**src/rtl/step_clock_gen_if.sv**
```systemverilog
// Run-control and quarter-phase clock bundle between the stepper environment and step_clock_gen.
interface step_clock_gen_if;
  logic start;
  logic halt;
  logic step_once;
  logic step_last;
  logic clk_out;
  logic clk_d;
  logic clk_e;
  logic clk_s;
  logic step_adv;
  logic running;
  logic halted;

  modport master (
    output start, halt, step_once, step_last,
    input  clk_out, clk_d, clk_e, clk_s, step_adv, running, halted
  );

  modport slave (
    input  start, halt, step_once, step_last,
    output clk_out, clk_d, clk_e, clk_s, step_adv, running, halted
  );
endinterface

```
**src/rtl/step_clock_gen.sv**
```systemverilog
// Quarter-phase machine clock generator with run/halt/single-step control.
// Outputs are registered from the next-state decode, so inputs never reach outputs combinationally.
module step_clock_gen #(
  parameter int DIV = 1
) (
  input logic clk,
  input logic reset,
  step_clock_gen_if.slave bus
);
  typedef enum logic [1:0] {IDLE, RUN, SINGLE} state_t;

  localparam logic [7:0] CNT_LAST = 8'(DIV - 1);

  state_t     state, state_nxt;
  logic [1:0] q, q_nxt;
  logic [7:0] div_cnt, cnt_nxt;
  logic       qtr_end, cyc_end;
  logic       active_nxt, clk_out_nxt, clk_d_nxt, adv_nxt;

  always_comb begin
    state_nxt = state;
    q_nxt     = q;
    cnt_nxt   = div_cnt;
    qtr_end   = (div_cnt == CNT_LAST);
    cyc_end   = qtr_end && (q == 2'd3);

    case (state)
      IDLE: begin
        if (bus.start) begin
          state_nxt = RUN;
          q_nxt     = 2'd0;
          cnt_nxt   = 8'd0;
        end else if (bus.step_once) begin
          state_nxt = SINGLE;
          q_nxt     = 2'd0;
          cnt_nxt   = 8'd0;
        end
      end
      RUN, SINGLE: begin
        if (qtr_end) begin
          cnt_nxt = 8'd0;
          q_nxt   = q + 2'd1;
        end else begin
          cnt_nxt = div_cnt + 8'd1;
        end
        // step_last is the pre-shift value, so a RUN stop lands just after step 6 completes
        if (cyc_end && ((state == SINGLE) || (bus.halt && bus.step_last))) begin
          state_nxt = IDLE;
          q_nxt     = 2'd3;
        end
      end
      default: begin
        state_nxt = IDLE;
        q_nxt     = 2'd3;
        cnt_nxt   = 8'd0;
      end
    endcase

    active_nxt  = (state_nxt != IDLE);
    clk_out_nxt = active_nxt && !q_nxt[1];
    clk_d_nxt   = active_nxt && (q_nxt[1] ^ q_nxt[0]);
    adv_nxt     = active_nxt && (q_nxt == 2'd3) && (cnt_nxt == CNT_LAST);
  end

  always_ff @(posedge clk or posedge reset) begin
    if (reset) begin
      state        <= IDLE;
      q            <= 2'd3;
      div_cnt      <= 8'd0;
      bus.clk_out  <= 1'b0;
      bus.clk_d    <= 1'b0;
      bus.clk_e    <= 1'b0;
      bus.clk_s    <= 1'b0;
      bus.step_adv <= 1'b0;
      bus.running  <= 1'b0;
      bus.halted   <= 1'b1;
    end else begin
      state        <= state_nxt;
      q            <= q_nxt;
      div_cnt      <= cnt_nxt;
      bus.clk_out  <= clk_out_nxt;
      bus.clk_d    <= clk_d_nxt;
      bus.clk_e    <= clk_out_nxt | clk_d_nxt;
      bus.clk_s    <= clk_out_nxt & clk_d_nxt;
      bus.step_adv <= adv_nxt;
      bus.running  <= active_nxt;
      bus.halted   <= !active_nxt;
    end
  end
endmodule

```
**src/flat_wrapper.sv**
```systemverilog
// flat-port wrapper written by rule: the top's interface ports become plain ports
module step_clock_gen_flat 
#(
  parameter int DIV = 1
)
  (clk, reset, bus_start, bus_halt, bus_step_once, bus_step_last, bus_clk_out, bus_clk_d, bus_clk_e, bus_clk_s, bus_step_adv, bus_running, bus_halted);
  step_clock_gen_if bus_i ();
  input logic clk;
  input logic reset;
  input wire logic [$bits(bus_i.start)-1:0] bus_start;
  input wire logic [$bits(bus_i.halt)-1:0] bus_halt;
  input wire logic [$bits(bus_i.step_once)-1:0] bus_step_once;
  input wire logic [$bits(bus_i.step_last)-1:0] bus_step_last;
  output wire logic [$bits(bus_i.clk_out)-1:0] bus_clk_out;
  output wire logic [$bits(bus_i.clk_d)-1:0] bus_clk_d;
  output wire logic [$bits(bus_i.clk_e)-1:0] bus_clk_e;
  output wire logic [$bits(bus_i.clk_s)-1:0] bus_clk_s;
  output wire logic [$bits(bus_i.step_adv)-1:0] bus_step_adv;
  output wire logic [$bits(bus_i.running)-1:0] bus_running;
  output wire logic [$bits(bus_i.halted)-1:0] bus_halted;
  assign bus_i.start = bus_start;
  assign bus_i.halt = bus_halt;
  assign bus_i.step_once = bus_step_once;
  assign bus_i.step_last = bus_step_last;
  assign bus_clk_out = bus_i.clk_out;
  assign bus_clk_d = bus_i.clk_d;
  assign bus_clk_e = bus_i.clk_e;
  assign bus_clk_s = bus_i.clk_s;
  assign bus_step_adv = bus_i.step_adv;
  assign bus_running = bus_i.running;
  assign bus_halted = bus_i.halted;
  step_clock_gen #(.DIV(DIV)) u_core (.clk(clk), .reset(reset), .bus(bus_i));
endmodule
```
**config.mk**
```make
export PLATFORM = sky130hd
export DESIGN_NAME = step_clock_gen_flat
export DESIGN_NICKNAME = d
export VERILOG_FILES = /design/src/rtl/step_clock_gen_if.sv /design/src/rtl/step_clock_gen.sv /design/src/flat_wrapper.sv
export SDC_FILE = /design/constraint.sdc
export NUM_CORES = 1
export LEC_CHECK = 0
export ABC_AREA = 1
export ABC_CLOCK_PERIOD_IN_PS = 1800
export CAP_MARGIN = 20
export CORE_ASPECT_RATIO = 1.2
export CORE_MARGIN = 2
export CORE_UTILIZATION = 40
export DETAILED_ROUTE_END_ITERATION = 7
export PLACE_DENSITY = 0.72
export SYNTH_ARGS = -nofsm -noshare
export SYNTH_HDL_FRONTEND = slang
export SYNTH_SLANG_ARGS = --single-unit
```
**constraint.sdc**
```tcl
create_clock -name clk -period 1.8 [get_ports clk]
set_input_delay 0.36 -clock clk [delete_from_list [all_inputs] [get_ports clk]]
set_output_delay 0.36 -clock clk [all_outputs]
set_load 0.03 [all_outputs]
```
==> qor.yml <==
timing:
  finalHoldViolations: 0
  relSlewSlack: 0.790
  worst_pin_slew_ps: 314
  fmax_mhz: 574
  period_needed_ps: 1740
  setup_ws_ps: 57.7
  finalMaxSlewViolations: 0
  fin_crit_sh: 0.968
  setup_violations: 0
  fin_skew_ps: 3.39
  rsz0062_at_grt: "true"
placement:
  place.gp.congestion: 0.839
  dp_hpwl_um: 2010
  io_buffers: 12
  dpl.cell_count: 216
  place_ws_ps: -208
clock_network:
  clock_sinks: 19
  cts_buffers: 3
  insertion_delay_ps: 290
  cts_buffer_depth: 2
  clkTransAtPathRegs_ps: 100
  htreeDepth: 1
  cts_root_buf: "clkbuf_4"
  cts_tree: "built"
finish:
  drive_gt1_frac: 0.353
  layout.cells.most_common_list: "nand2_1 (36), buf_4 (23), inv_1 (21)"
  syn2layout_area_growth_pct: 32.8
  fillers: 236
  final_common_cell: "nand2_1"
  nets: 204
  layoutNonFillerInstCount: 224
  diodes: 0
drt:
  first_pass_iters: 4
  drt-initial-drc-count: 40
  drt-total-wl_um: 2700
  wl_per_cell_um: 12.0
  routed_via_density: 4.84
  vias: 1084
  ant_nets: 0
  drc: 0
status:
  status: "completed"
yosys:
  yosysTopAreaCellShare: 0.335
  yosysWarnings: 0
  synth_seq_cells: 19
  synth_area_sq_um: 1190
  avgSynthCellArea_sq_um: 7.76
  synth_area_leaders: "dfrtp_1 (34%), nand2_1 (12%), inv_1 (8.2%), ha_1 (7.3%), dfstp_2 (6.6%)"
  synth_fp_nets: 167
  ys_seq_area_frac: 0.401
  synthCells: 154
  synth_cell_types: 23
  synth_top_cell_by_area: "dfrtp_1"
setup_path:
  r2r-end: "u_core.bus.step_adv$_DFF_PP0_"
  crit_type: "flip-flop to flip-flop"
  worstPathRequired_ps: 2030
  r2r_start: "u_core.div_cnt[1]$_DFF_PP0_"
  worstPathMaxFanout: 4
  critPathLaunchType: "flip-flop"
  rr_worst_depth: 11
  r2r_slack_ps: 60
  arrival_ps: 1970
  critPathCaptureType: "flip-flop"
floorplanning:
  io_pins: 13
  dieWidth_um: 53.9
  core.rowCount: 21
  die_h_um: 63.9
  start_util: 0.425
  dieArea_sq_um: 3440
  fp.coreArea_sq_um: 2810
power_and_ir_drop:
  power.density_nw_per_um2: 1480
  vdd_drop_max_mv: 1.53
  p_leak_nw: 0.850
global_routing:
  grt_pass1_vias: 1088
  grt_antenna_before_repair: 0
  grt_util_all_layers: 0.170
  grt_pass1_wl_um: 4390
  grt.met1_usage: 0.196
  gr-usage-met3: 0.0164
  use_met2: 0.294
  top_usage_layer: "met2"
  grt-ovfl-total: 0
  grt_start_max_net_pins: 20
worst_hold_path:
  min_path_type: "input port to asynchronous set/reset pin"
flow_run:
  drv_cap: 0
-- cell type report --
type	count	area, sq um	area share
repair buffers	35	292	0.184
inverters	27	101	0.0639
clock buffers	4	26.3	0.0166
well taps	34	42.5	0.0268
flip-flops and latches	19	479	0.302
multi-input cells	105	646	0.407
-- where the power goes --
group	internal [W]	total [W]	switching [W]
registers	0.000579	0.000641	0.0000621
clock network	0.0000862	0.000210	0.000124
logic	0.000651	0.00150	0.000854
total	0.00132	0.00236	0.00104
-- per-layer routing --
layer / up-vias / wire length, um / part of all wire
met5: - / 0 / 0
met4: 0 / 61 / 0.023
met3: 7 / 89 / 0.033
met2: 22 / 1400 / 0.52
met1: 504 / 1150 / 0.43
li1: 551 / - / -
-- worst max-delay path by stage --
stage                                      startpoint                       endpoint  slack, ps  cells after the start
after floorplan             u_core.state[0]$_DFF_PP0_     u_core.bus.clk_e$_DFF_PP0_         30                     11
after global placement                       bus_halt     u_core.bus.clk_e$_DFF_PP0_       -170                     12
after detailed placement                     bus_halt     u_core.bus.clk_e$_DFF_PP0_       -210                     12
after CTS                   u_core.state[0]$_DFF_PP0_     u_core.bus.clk_s$_DFF_PP0_         10                     13
after global routing        u_core.state[1]$_DFF_PP0_  u_core.bus.step_adv$_DFF_PP0_        -70                     14
final                     u_core.div_cnt[1]$_DFF_PP0_  u_core.bus.step_adv$_DFF_PP0_         60                     11
-- state kept, by name (all words and copies together), names as in the netlist --
| name | cells |
|---|---|
| u_core.bus.clk_e | 1 |
| u_core.q | 2 |
| u_core.bus.clk_s | 1 |
| u_core.bus.running | 1 |
| u_core.bus.halted | 1 |
| u_core.bus.step_adv | 1 |
| u_core.bus.clk_out | 1 |
| u_core.bus.clk_d | 1 |
| u_core.div_cnt | 8 |
| u_core.state | 2 |
-- cells in the mapped netlist, drive strengths merged --
| cell type | count |
|---|---|
| o21bai | 1 |
| dfrtp | 16 |
| nor2 | 16 |
| o211ai | 2 |
| a21oi | 7 |
| nand2 | 47 |
| clkbuf | 2 |
| dfstp | 3 |
| buf | 1 |
| inv | 27 |
| a21boi | 1 |
| ha | 7 |
| nand4 | 1 |
| nand3 | 18 |
| o21ai | 5 |
-- logic make-up (layout without fill, tap and decap cells) --
kind of cell    count (synthesis)  count (layout)  share of synthesized area
buf+inv                        30              66                      0.112
flops                          19              19                      0.401
fa+ha+maj                       7               7                     0.0733
compound gates                 16              16                     0.0911
simple gates                   82              82                      0.323
-- critical path, cell delays in order (launching register included) --
cell and delay (ps):
dfrtp_1 410, buf_4 130, buf_4 120, buf_4 130, ha_1 200, nand2_2 100, o21ai_0 80, nand3_1 100
nand2_1 100, o21ai_4 150, nand3_2 70, nor2_1 100
-- timing repair --
item,CTS,global route
pin swaps,3,10
hold buffers,0,0
gates resized for setup,5,17
setup endpoints to repair,5,5
buffers inserted,3,1
hold endpoints to repair,0,0
cloned,0,0
-- through the flow --
step	utilization	power, W	hold slack [ps]	TNS (ps)	instance area [sq um]
floorplan	-	0.00149	309	0	1200
global placement	0.524	0.00189	545	-648	1470
detailed placement	0.524	0.00194	565	-728	1470
CTS	0.547	0.00224	373	0	1540
global route	0.564	0.00254	403	-245	1590
finish	0.564	0.00236	372	0	1590
No activity file was read; power rests on OpenSTA's default activity.
